[src/rtl/cpu_pkg.sv]
// rtl/cpu_pkg.sv - shared CPU constants and the fetch queue entry type
package cpu_pkg;

    localparam int XLEN = 32;
    localparam logic [XLEN-1:0] RESET_PC = 32'h0000_3000;
    localparam int INSTR_BYTES = 4;

    typedef struct packed {
        logic [XLEN-1:0] pc;
        logic [XLEN-1:0] instr;
    } fetch_entry_t;

    function automatic logic [XLEN-1:0] word_align(input logic [XLEN-1:0] addr);
        return {addr[XLEN-1:2], 2'b00};
    endfunction

endpackage

[src/rtl/instr_fetch_unit_if.sv]
// rtl/instr_fetch_unit_if.sv - instruction memory and decode handshake bundle of the fetch stage
interface instr_fetch_unit_if;
    import cpu_pkg::*;

    logic            imem_req;
    logic [XLEN-1:0] imem_addr;
    logic [XLEN-1:0] imem_rdata;
    logic            dec_valid;
    logic            dec_ready;
    logic [XLEN-1:0] dec_instr;
    logic [XLEN-1:0] dec_pc;

    modport master (
        output imem_req,
        output imem_addr,
        input  imem_rdata,
        output dec_valid,
        input  dec_ready,
        output dec_instr,
        output dec_pc
    );

    modport slave (
        input  imem_req,
        input  imem_addr,
        output imem_rdata,
        input  dec_valid,
        output dec_ready,
        input  dec_instr,
        input  dec_pc
    );

endinterface

[src/rtl/instr_fetch_unit_fifo.sv]
// rtl/instr_fetch_unit_fifo.sv - circular queue of fetched {pc, instr} entries with flush
module fetch_fifo
    import cpu_pkg::*;
#(
    parameter int DEPTH = 2,
    localparam int CW = $clog2(DEPTH + 1)
) (
    input  logic         clk,
    input  logic         rst,
    input  logic         flush,
    input  logic         push,
    input  fetch_entry_t push_data,
    input  logic         pop,
    output fetch_entry_t head,
    output logic [CW-1:0] count,
    output logic         full,
    output logic         empty
);

    localparam int PW = (DEPTH > 1) ? $clog2(DEPTH) : 1;

    fetch_entry_t  slots [DEPTH];
    logic [PW-1:0] rd_ptr;
    logic [PW-1:0] wr_ptr;
    logic          do_push;
    logic          do_pop;

    // Pointers wrap explicitly so DEPTH need not be a power of two.
    function automatic logic [PW-1:0] wrap_inc(input logic [PW-1:0] p);
        return (p == PW'(DEPTH - 1)) ? '0 : p + 1'b1;
    endfunction

    assign empty   = (count == '0);
    assign full    = (count == CW'(DEPTH));
    assign do_pop  = pop && !empty;
    assign do_push = push && !full;
    assign head    = slots[rd_ptr];

    always_ff @(posedge clk) begin
        if (rst) begin
            rd_ptr <= '0;
            wr_ptr <= '0;
            count  <= '0;
            for (int i = 0; i < DEPTH; i++) begin
                slots[i] <= '0;
            end
        end else if (flush) begin
            rd_ptr <= '0;
            wr_ptr <= '0;
            count  <= '0;
        end else begin
            if (do_push) begin
                slots[wr_ptr] <= push_data;
                wr_ptr        <= wrap_inc(wr_ptr);
            end
            if (do_pop) begin
                rd_ptr <= wrap_inc(rd_ptr);
            end
            count <= count + CW'(do_push) - CW'(do_pop);
        end
    end

endmodule

[src/rtl/instr_fetch_unit.sv]
// rtl/instr_fetch_unit.sv - PC ownership, sequential word fetch issue and epoch-tagged response capture
module instr_fetch_unit #(
    parameter logic [31:0] RESET_PC = cpu_pkg::RESET_PC,
    parameter int          DEPTH    = 2
) (
    input  logic                      clk,
    input  logic                      rst,
    input  logic                      en,
    input  logic                      redirect_valid,
    input  logic [cpu_pkg::XLEN-1:0]  redirect_pc,
    instr_fetch_unit_if.master        bus
);
    import cpu_pkg::*;

    localparam int CW = $clog2(DEPTH + 1);

    logic [XLEN-1:0] pc;
    logic [XLEN-1:0] tag_pc;
    logic            inflight;
    logic            epoch;
    logic            tag_epoch;
    logic [CW-1:0]   count;
    logic [CW:0]     occupancy;
    logic            full;
    logic            empty;
    logic            pop;
    logic            issue;
    logic            push;
    fetch_entry_t    head;
    fetch_entry_t    resp_entry;

    // Occupancy counts the outstanding request so the queue can never overflow;
    // a same-cycle pop frees a slot, giving one instruction per cycle.
    assign pop       = bus.dec_valid && bus.dec_ready;
    assign occupancy = {1'b0, count} + (CW+1)'(inflight) - (CW+1)'(pop);
    assign issue     = !rst && en && !redirect_valid && (occupancy < (CW+1)'(DEPTH));

    // A response whose tag predates the last redirect is stale and dropped.
    assign push       = inflight && (tag_epoch == epoch) && !redirect_valid;
    assign resp_entry = fetch_entry_t'{pc: tag_pc, instr: bus.imem_rdata};

    assign bus.imem_req  = issue;
    assign bus.imem_addr = pc;
    assign bus.dec_valid = !empty;
    assign bus.dec_instr = head.instr;
    assign bus.dec_pc    = head.pc;

    always_ff @(posedge clk) begin
        if (rst) begin
            pc        <= RESET_PC;
            inflight  <= 1'b0;
            epoch     <= 1'b0;
            tag_pc    <= '0;
            tag_epoch <= 1'b0;
        end else if (redirect_valid) begin
            pc       <= word_align(redirect_pc);
            epoch    <= ~epoch;
            inflight <= 1'b0;
        end else begin
            inflight <= issue;
            if (issue) begin
                pc        <= pc + XLEN'(INSTR_BYTES);
                tag_pc    <= pc;
                tag_epoch <= epoch;
            end
        end
    end

    fetch_fifo #(
        .DEPTH (DEPTH)
    ) u_fifo (
        .clk       (clk),
        .rst       (rst),
        .flush     (redirect_valid),
        .push      (push),
        .push_data (resp_entry),
        .pop       (pop),
        .head      (head),
        .count     (count),
        .full      (full),
        .empty     (empty)
    );

    always_ff @(posedge clk) begin
        if (!rst) begin
            assert (!(push && full));
        end
    end

endmodule

[src/flat_wrapper.sv]
// flat-port wrapper written by rule: the top's interface ports become plain ports
module instr_fetch_unit_flat import cpu_pkg::*;
#(
    parameter logic [31:0] RESET_PC = cpu_pkg::RESET_PC,
    parameter int          DEPTH    = 2
)
  (clk, rst, en, redirect_valid, redirect_pc, bus_imem_req, bus_imem_addr, bus_imem_rdata, bus_dec_valid, bus_dec_ready, bus_dec_instr, bus_dec_pc);
  instr_fetch_unit_if bus_i ();
  input  logic clk;
  input  logic rst;
  input  logic en;
  input  logic redirect_valid;
  input  logic [cpu_pkg::XLEN-1:0] redirect_pc;
  output wire logic [$bits(bus_i.imem_req)-1:0] bus_imem_req;
  output wire logic [$bits(bus_i.imem_addr)-1:0] bus_imem_addr;
  input wire logic [$bits(bus_i.imem_rdata)-1:0] bus_imem_rdata;
  output wire logic [$bits(bus_i.dec_valid)-1:0] bus_dec_valid;
  input wire logic [$bits(bus_i.dec_ready)-1:0] bus_dec_ready;
  output wire logic [$bits(bus_i.dec_instr)-1:0] bus_dec_instr;
  output wire logic [$bits(bus_i.dec_pc)-1:0] bus_dec_pc;
  assign bus_imem_req = bus_i.imem_req;
  assign bus_imem_addr = bus_i.imem_addr;
  assign bus_i.imem_rdata = bus_imem_rdata;
  assign bus_dec_valid = bus_i.dec_valid;
  assign bus_i.dec_ready = bus_dec_ready;
  assign bus_dec_instr = bus_i.dec_instr;
  assign bus_dec_pc = bus_i.dec_pc;
  instr_fetch_unit #(.RESET_PC(RESET_PC), .DEPTH(DEPTH)) u_core (.clk(clk), .rst(rst), .en(en), .redirect_valid(redirect_valid), .redirect_pc(redirect_pc), .bus(bus_i));
endmodule
[config.mk]
export PLATFORM = sky130hd
export DESIGN_NAME = instr_fetch_unit_flat
export DESIGN_NICKNAME = d
export VERILOG_FILES = /design/src/rtl/cpu_pkg.sv /design/src/rtl/instr_fetch_unit_if.sv /design/src/rtl/instr_fetch_unit_fifo.sv /design/src/rtl/instr_fetch_unit.sv /design/src/flat_wrapper.sv
export SDC_FILE = /design/constraint.sdc
export NUM_CORES = 1
export LEC_CHECK = 0
export ABC_AREA = 1
export CAP_MARGIN = 25
export CORE_ASPECT_RATIO = 1.1
export CORE_UTILIZATION = 40
export DETAILED_ROUTE_END_ITERATION = 10
export RECOVER_POWER = 25
export SLEW_MARGIN = 10
export SYNTH_ARGS = -nofsm -noshare
export SYNTH_HDL_FRONTEND = slang
export SYNTH_SLANG_ARGS = --single-unit
[constraint.sdc]
create_clock -name clk -period 5.5 [get_ports clk]
set_input_delay 1.65 -clock clk [delete_from_list [all_inputs] [get_ports clk]]
set_output_delay 1.65 -clock clk [all_outputs]
set_load 0.01 [all_outputs]
==> qor.yml, run 1 <==
outcome: "complete, no violations"
min_period_ps: 5350
setup_violations: 0
die_w_microns: 144
yosysSeqAreaShare: 0.572
hold_path_end: "u_core.u_fifo.rd_ptr$_SDFFE_PP0P_"
cts_tree: "done"
hold_path_startpoint: "u_core.u_fifo.rd_ptr$_SDFFE_PP0P_"
grt.total_usage: 0.180
synthDistinctLibCells: 35
htree_num_levels: 4
numCtsBuffers: 17
cts.sinks: 192
layout-drive-gt1-share: 0.111
syn-instance-count: 960
rsz0062_at_grt: "false"
crit_arrival_ps: 3700
async_reset_ff_frac: 0
cap_violations: 0
avgRoutedWirePerCell_microns: 14.0
clkTransAtPathRegs_ps: 70
yosys-top-cells-area: "edfxtp_1 (42%), dfxtp_1 (15%), mux2_2 (7.9%)"
synth_xor_area_frac: 0.00591
p_sw_frac: 0.232
core-area_sq_um: 21600
synthSimpleGateAreaFrac: 0.189
reg2regPathDepth: 16
cp-start-kind: "primary input"
antenna_left: 0
root_buffer: "clkbuf_16"
first_pass_iters: 5
avgViaCountPerCell: 4.67
cp_data_required_time_ps: 3850
die_h_microns: 158
pwr-share-clk: 0.388
synth_edf_count: 124
place_congestion: 0.849
grt_overflow: 0
fin_crit_sh: 0.973
hold_viol: 0
diodes: 0
yosysTopAreaCellShare: 0.419
power.internal_mw: 2.42
area_growth_pct: 27.6
synth_top_family_by_area: "simple AND/OR/NAND/NOR gates"
yosys_warnings: 0
grt_pass1_wl_mm: 31.1
p_leak_nw: 4.60
start_util: 0.412
seqPwrFrac: 0.516
n_fill_cell: 2040
critPathKind: "in -> out"
grt_pass1_vias: 6261
switching_power_uw: 732
worstPathMaxFanout: 2
synthFlopType: "edfxtp_1"
regArea_sq_um: 5090
worst_r2r_endpoint: "u_core.bus.imem_addr[17]$_SDFFE_PP0P_"
p_per_area_nw_per_um2: 278
yosys-top-cells-count: "nor2_1 (177), inv_1 (147), nand2_1 (146)"
hold_class: "reg -> reg"
finalPower_mw: 3.15
yosysTopAreaCell: "edfxtp_1"
antenna_found_initial: 0
yosysMostFrequentCell: "nor2_1"
synthesis.area_sq_um: 8890
r2r_slack_ps: 2140
tightest_slew_ps: 1460
dieArea_sq_um: 22800
slew_headroom: 0.0274
insertion_delay_ps: 430
initialDrtViolationCount: 304
ys_ff_latch: 192
syn_area_per_cell_sq_um: 9.26
pin_count: 167
clockBufferDepth: 2
critPathCaptureType: "output pin"
synth_fa_ha_area_frac: 0.00788
hpwl_mm: 13.1
hold_ws_ps: 456
synthMuxAreaShare: 0.0785
synth-compound-area-share: 0.0563
rows: 56
wl_mm: 19.8
drc: 0
nets: 1186
pwr-share-comb: 0.096
vias: 6604
fmax_mhz: 187
worstHoldPathCells: 1
timing.rr.start: "u_core.u_fifo.count[1]$_SDFF_PP0_"
port_buffers: 160
postCtsSetupRepairBufs: 0
grt_max_degree: 88
drv_slew: 0
multi_input_area_sq_um: 3020
fin_skew_ps: 8.17
ir_worst_vdd_mv: 0.206
cell usage in the layout, fill, tap and decap left out, drive strengths merged:
master / count
a211oi: 12
a21oi: 37
a31oi: 3
and2: 1
buf: 12
bufinv: 2
clkbuf: 23
clkdlybuf4s50: 127
clkinv: 3
clkinvlp: 3
conb: 4
dfxtp: 68
dlygate4sd3: 32
edfxtp: 124
fa: 1
ha: 4
inv: 155
mux2: 62
nand2: 148
nand3: 67
nand4: 5
nor2: 183
nor3: 1
o211ai: 4
o21ai: 34
o22ai: 1
or2: 3
xnor2: 5
xor2: 1
power by group through the flow:
stage               clock, mW  combinational [mW]  sequential [mW]
finish                   1.22               0.302             1.63
global route             1.31               0.335             1.64
CTS                      1.25               0.312             1.63
detailed placement          0               0.310             1.66
global placement            0               0.308             1.66
floorplan                   0               0.149             1.66
stage by stage:
step | instance area (sq um) | std cells | util | setup TNS, ps | worst slack [ps]
5_1_grt | 11300 | 1415 | 0.526 | 0 | 32.3
3_3_place_gp | 10800 | 1383 | 0.499 | -297 | -297
2_1_floorplan | 8900 | 963 | - | 0 | 462
4_1_cts | 11400 | 1415 | 0.527 | 0 | 31.1
6_report | 11300 | 1415 | 0.526 | 0 | 149
3_5_place_dp | 10800 | 1383 | 0.499 | -296 | -296
cell families after synthesis:
kind of cell               Yosys count
DFF                                192
xor gates and xnor gates             6
other                                1
muxes                               62
adders and majority gates            5
buffers and inverters              195
and+or+nand+nor                    408
AOI/OAI and AO/OA                   91
timing repair:
item,4_1_cts,5_1_grt
setup endpoints to repair,1,1
hold buffers,0,0
resized for setup,4,1
metal layers:
layer  up-vias  global-route usage  wire, microns
li1       3404                   -              -
met1      2980               0.229           9060
met3        21              0.0385           1150
met4         0              0.0586            295
met5         -                   0              0
met2       199               0.303           9330
cell type report:
class | instances | share of cell area
Sequential cell | 192 | 0.448
Multi-Input combinational cell | 576 | 0.266
Timing Repair Buffer | 175 | 0.152
Inverter | 150 | 0.0499
Clock buffer | 19 | 0.0382
Tap cell | 290 | 0.0320
Clock inverter | 13 | 0.0135
worst max-delay path by stage:
stage / startpoint / endpoint / slack [ps]
after global routing: bus_dec_ready / bus_imem_req / 30
after CTS: bus_dec_ready / bus_imem_req / 30
final: bus_dec_ready / bus_imem_req / 150
after detailed placement: bus_dec_ready / bus_imem_req / -300
after global placement: bus_dec_ready / bus_imem_req / -300
after floorplan: bus_dec_ready / bus_imem_req / 460
sequential cells by signal, summed over array words and instances, names as in the netlist, named ones only:
| name | cells |
|---|---|
| u_core.u_fifo.wr_ptr | 1 |
| u_core.u_fifo.slots | 124 |
| u_core.u_fifo.rd_ptr | 1 |
| u_core.tag_epoch | 1 |
| u_core.tag_pc | 30 |
| u_core.inflight | 1 |
| u_core.u_fifo.count | 2 |
| u_core.epoch | 1 |
| u_core.bus.imem_addr | 30 |
worst max-delay path, stage by stage:
cell and delay, ps:
clkdlybuf4s50_1 460, nand2_1 60, inv_1 70, ha_1 220, or2_2 300, fa_1 480, nand2_1 60, a21oi_2 110
nand2_2 80, inv_2 80, buf_2 130
(Power assumes the default switching activity.)
==> run 2, diff against run 1 <==
- SLEW_MARGIN: 10 -> 15
==> results of run 2 <==
The final DEF is identical to that of run 1; final timing and power are the same.
==> run 3, diff against run 2 <==
- ABC_AREA: 1 -> not set
- CAP_MARGIN: 25 -> 30
==> qor.yml, run 3 <==
core-area_sq_um: 20900
hold_path_end: "u_core.tag_pc[4]$_SDFFE_PP0P_"
regMostFlops: "u_core.u_fifo.slots"
cts_tree: "done"
yosysTopAreaCell: "edfxtp_1"
yosys-top-cells-area: "edfxtp_1 (43%), dfxtp_1 (16%), and2_1 (9.3%)"
syn_area_per_cell_sq_um: 11.5
switching_power_uw: 709
largest_reg_flops: 124
rsz0062_at_grt: "false"
critPathCaptureType: "output pin"
seqPwrFrac: 0.511
dp_cells: 1150
outcome: "finished with violations"
worstPathMaxFanout: 2
violations: "capacitance limit, slew limit"
fmax_mhz: 188
timing.rr.start: "u_core.u_fifo.count[1]$_SDFF_PP0_"
synthDistinctLibCells: 54
place_ws_ps: -151
ir_worst_vdd_mv: 0.228
cap_violations: 2
wl_mm: 19.7
clockBufferDepth: 2
area_growth_pct: 28.4
utilization: 0.529
grt.total_usage: 0.185
ys_ff_latch: 192
power.internal_mw: 2.48
rows: 55
avgRoutedWirePerCell_microns: 16.7
initialDrtViolationCount: 247
grt_pass1_vias: 5919
setup_violations: 0
vias: 5964
die_w_microns: 142
yosys_warnings: 0
start_util: 0.412
placed_area_sq_um: 10400
synth_edf_count: 124
avgViaCountPerCell: 5.04
pin_count: 167
antenna_found_initial: 0
path_buf_inv: 3
first_pass_iters: 5
instances_no_fill: 1183
final_common_cell: "and2_1"
die_h_microns: 156
final_cell_mix: "and2_1 (127), clkdlybuf4s50_1 (126), edfxtp_1 (124), nand2_1 (78), dfxtp_1 (67)"
critPathKind: "in -> out"
dieArea_sq_um: 22100
pwr-share-clk: 0.402
grt_overflow: 0
layout-drive-gt1-share: 0.126
pwr-share-comb: 0.088
fin_skew_ps: 9.33
grt_pass1_wl_mm: 31.4
hold_path_startpoint: "u_core.tag_pc[4]$_SDFFE_PP0P_"
multi_input_area_sq_um: 3240
p_per_area_nw_per_um2: 289
r2r_slack_ps: 2090
critical-path-top-delay-family: "buffers and inverters"
yosysSeqAreaShare: 0.591
critical_path_depth: 9
insertion_delay_ps: 430
grt_max_degree: 76
tightest_slew_ps: 3460
synthesis.area_sq_um: 8600
crit_arrival_ps: 3660
path_cells: "clkdlybuf4s50_1 -> and2_1 -> ha_1 -> nand2b_1 -> fa_2 -> xnor2_2 -> nand4_1 -> inv_2 -> dlygate4sd2_1"
min_period_ps: 5310
root_buffer: "clkbuf_16"
yosysMostFrequentCell: "and2_1"
nets: 959
place_congestion: 0.807
regArea_sq_um: 5090
hold_viol: 0
p_leak_nw: 4.02
drc: 0
drv_slew: 125
cpPeakStageDelay_ps: 390
yosys-top-cells-count: "and2_1 (128), edfxtp_1 (124), nand2_1 (78)"
p_sw_frac: 0.222
fin_area_sq_um: 11000
n_fill_cell: 1853
worstHoldPathCells: 2
async_reset_ff_frac: 0
port_buffers: 160
diodes: 0
hold_ws_ps: 459
crit_slowest_cell: "clkdlybuf4s50_1"
syn-instance-count: 745
synthFlopType: "edfxtp_1"
cp_data_required_time_ps: 3850
reg2regPathDepth: 11
cp-start-kind: "primary input"
cts.sinks: 192
numCtsBuffers: 17
setup_ws_ps: 187
yosysTopAreaCellShare: 0.433
clkTransAtPathRegs_ps: 70
worst_r2r_endpoint: "u_core.bus.imem_addr[10]$_SDFFE_PP0P_"
antenna_left: 0
htree_num_levels: 4
slew_headroom: -1.31
hold_class: "reg -> reg"
hpwl_mm: 12.2
fin_crit_sh: 0.966
-- run 3: changes by cell type after synthesis, moves of 15 or more --
cell,previous run,this run
clkbuf_1,12,32
and2_1,1,128
a21oi_1,37,52
nand2_1,146,78
o21ai_0,27,12
buf_2,22,3
nor2_1,177,26
inv_1,147,7
nand3_1,64,12
-- run 3: cell type report --
cell class,count,share of cell area
timing repair buffer,170,0.154
tap,285,0.0323
sequential,192,0.461
inverter,8,0.00272
clock buffer,22,0.0450
multi-input combinational,496,0.294
clock inverter,10,0.0111
-- run 3: worst register-to-register path, delay by kind of cell (launching register included) --
family / cells / cell delay, ps
flops: 1 / 390
xor+xnor: 1 / 150
simple gates: 5 / 910
compound gates: 2 / 370
buf+inv: 1 / 630
fa+ha+maj: 2 / 640
-- run 3: kinds of logic after synthesis --
group                      after synthesis  synth area share
DFF                                    192             0.591
muxes                                   63            0.0824
AOI/OAI and AO/OA                      106            0.0732
buffers and inverters                   60            0.0345
adders and majority gates                5           0.00815
xor gates and xnor gates                21            0.0214
other                                    1          0.000436
and+or+nand+nor                        297             0.188
-- run 3: worst max-delay path by stage --
stage / startpoint / slack (ps) / endpoint
2_1_floorplan: bus_dec_ready / 430 / bus_imem_req
3_3_place_gp: bus_dec_ready / -110 / bus_imem_req
3_5_place_dp: bus_dec_ready / -150 / bus_imem_req
4_1_cts: bus_dec_ready / 190 / bus_imem_req
5_1_grt: rst / 60 / u_core.u_fifo.slots[1][46]$_SDFFCE_PN0P_
6_report: bus_dec_ready / 190 / bus_imem_req
-- run 3: power groups by stage --
stage               Clock (mW)  Sequential, mW  Combinational, mW
floorplan                    0            1.65              0.125
global placement             0            1.66              0.281
detailed placement           0            1.66              0.284
CTS                       1.31            1.63              0.286
global route              1.36            1.63              0.302
finish                    1.28            1.63              0.279
-- run 3: timing repair --
item / in CTS / in global routing
setup endpoints to repair: 1 / 0
setup buffers: 0 / 0
resized for setup: 3 / 0
hold buffers: 0 / 0
-- run 3: layer usage --
metal  track usage  vias up  part of all wire
li1              -     2904                 -
met1         0.232     2869              0.45
met2         0.313      172              0.48
met3        0.0396       19             0.055
met4        0.0712        0             0.015
met5             0        -                 0
-- run 3: stage by stage --
stage	setup TNS, ps	power (mW)
after global routing	0	3.30
after global placement	-108	1.94
after detailed placement	-151	1.94
after floorplan	0	1.78
after CTS	0	3.22
final	0	3.19
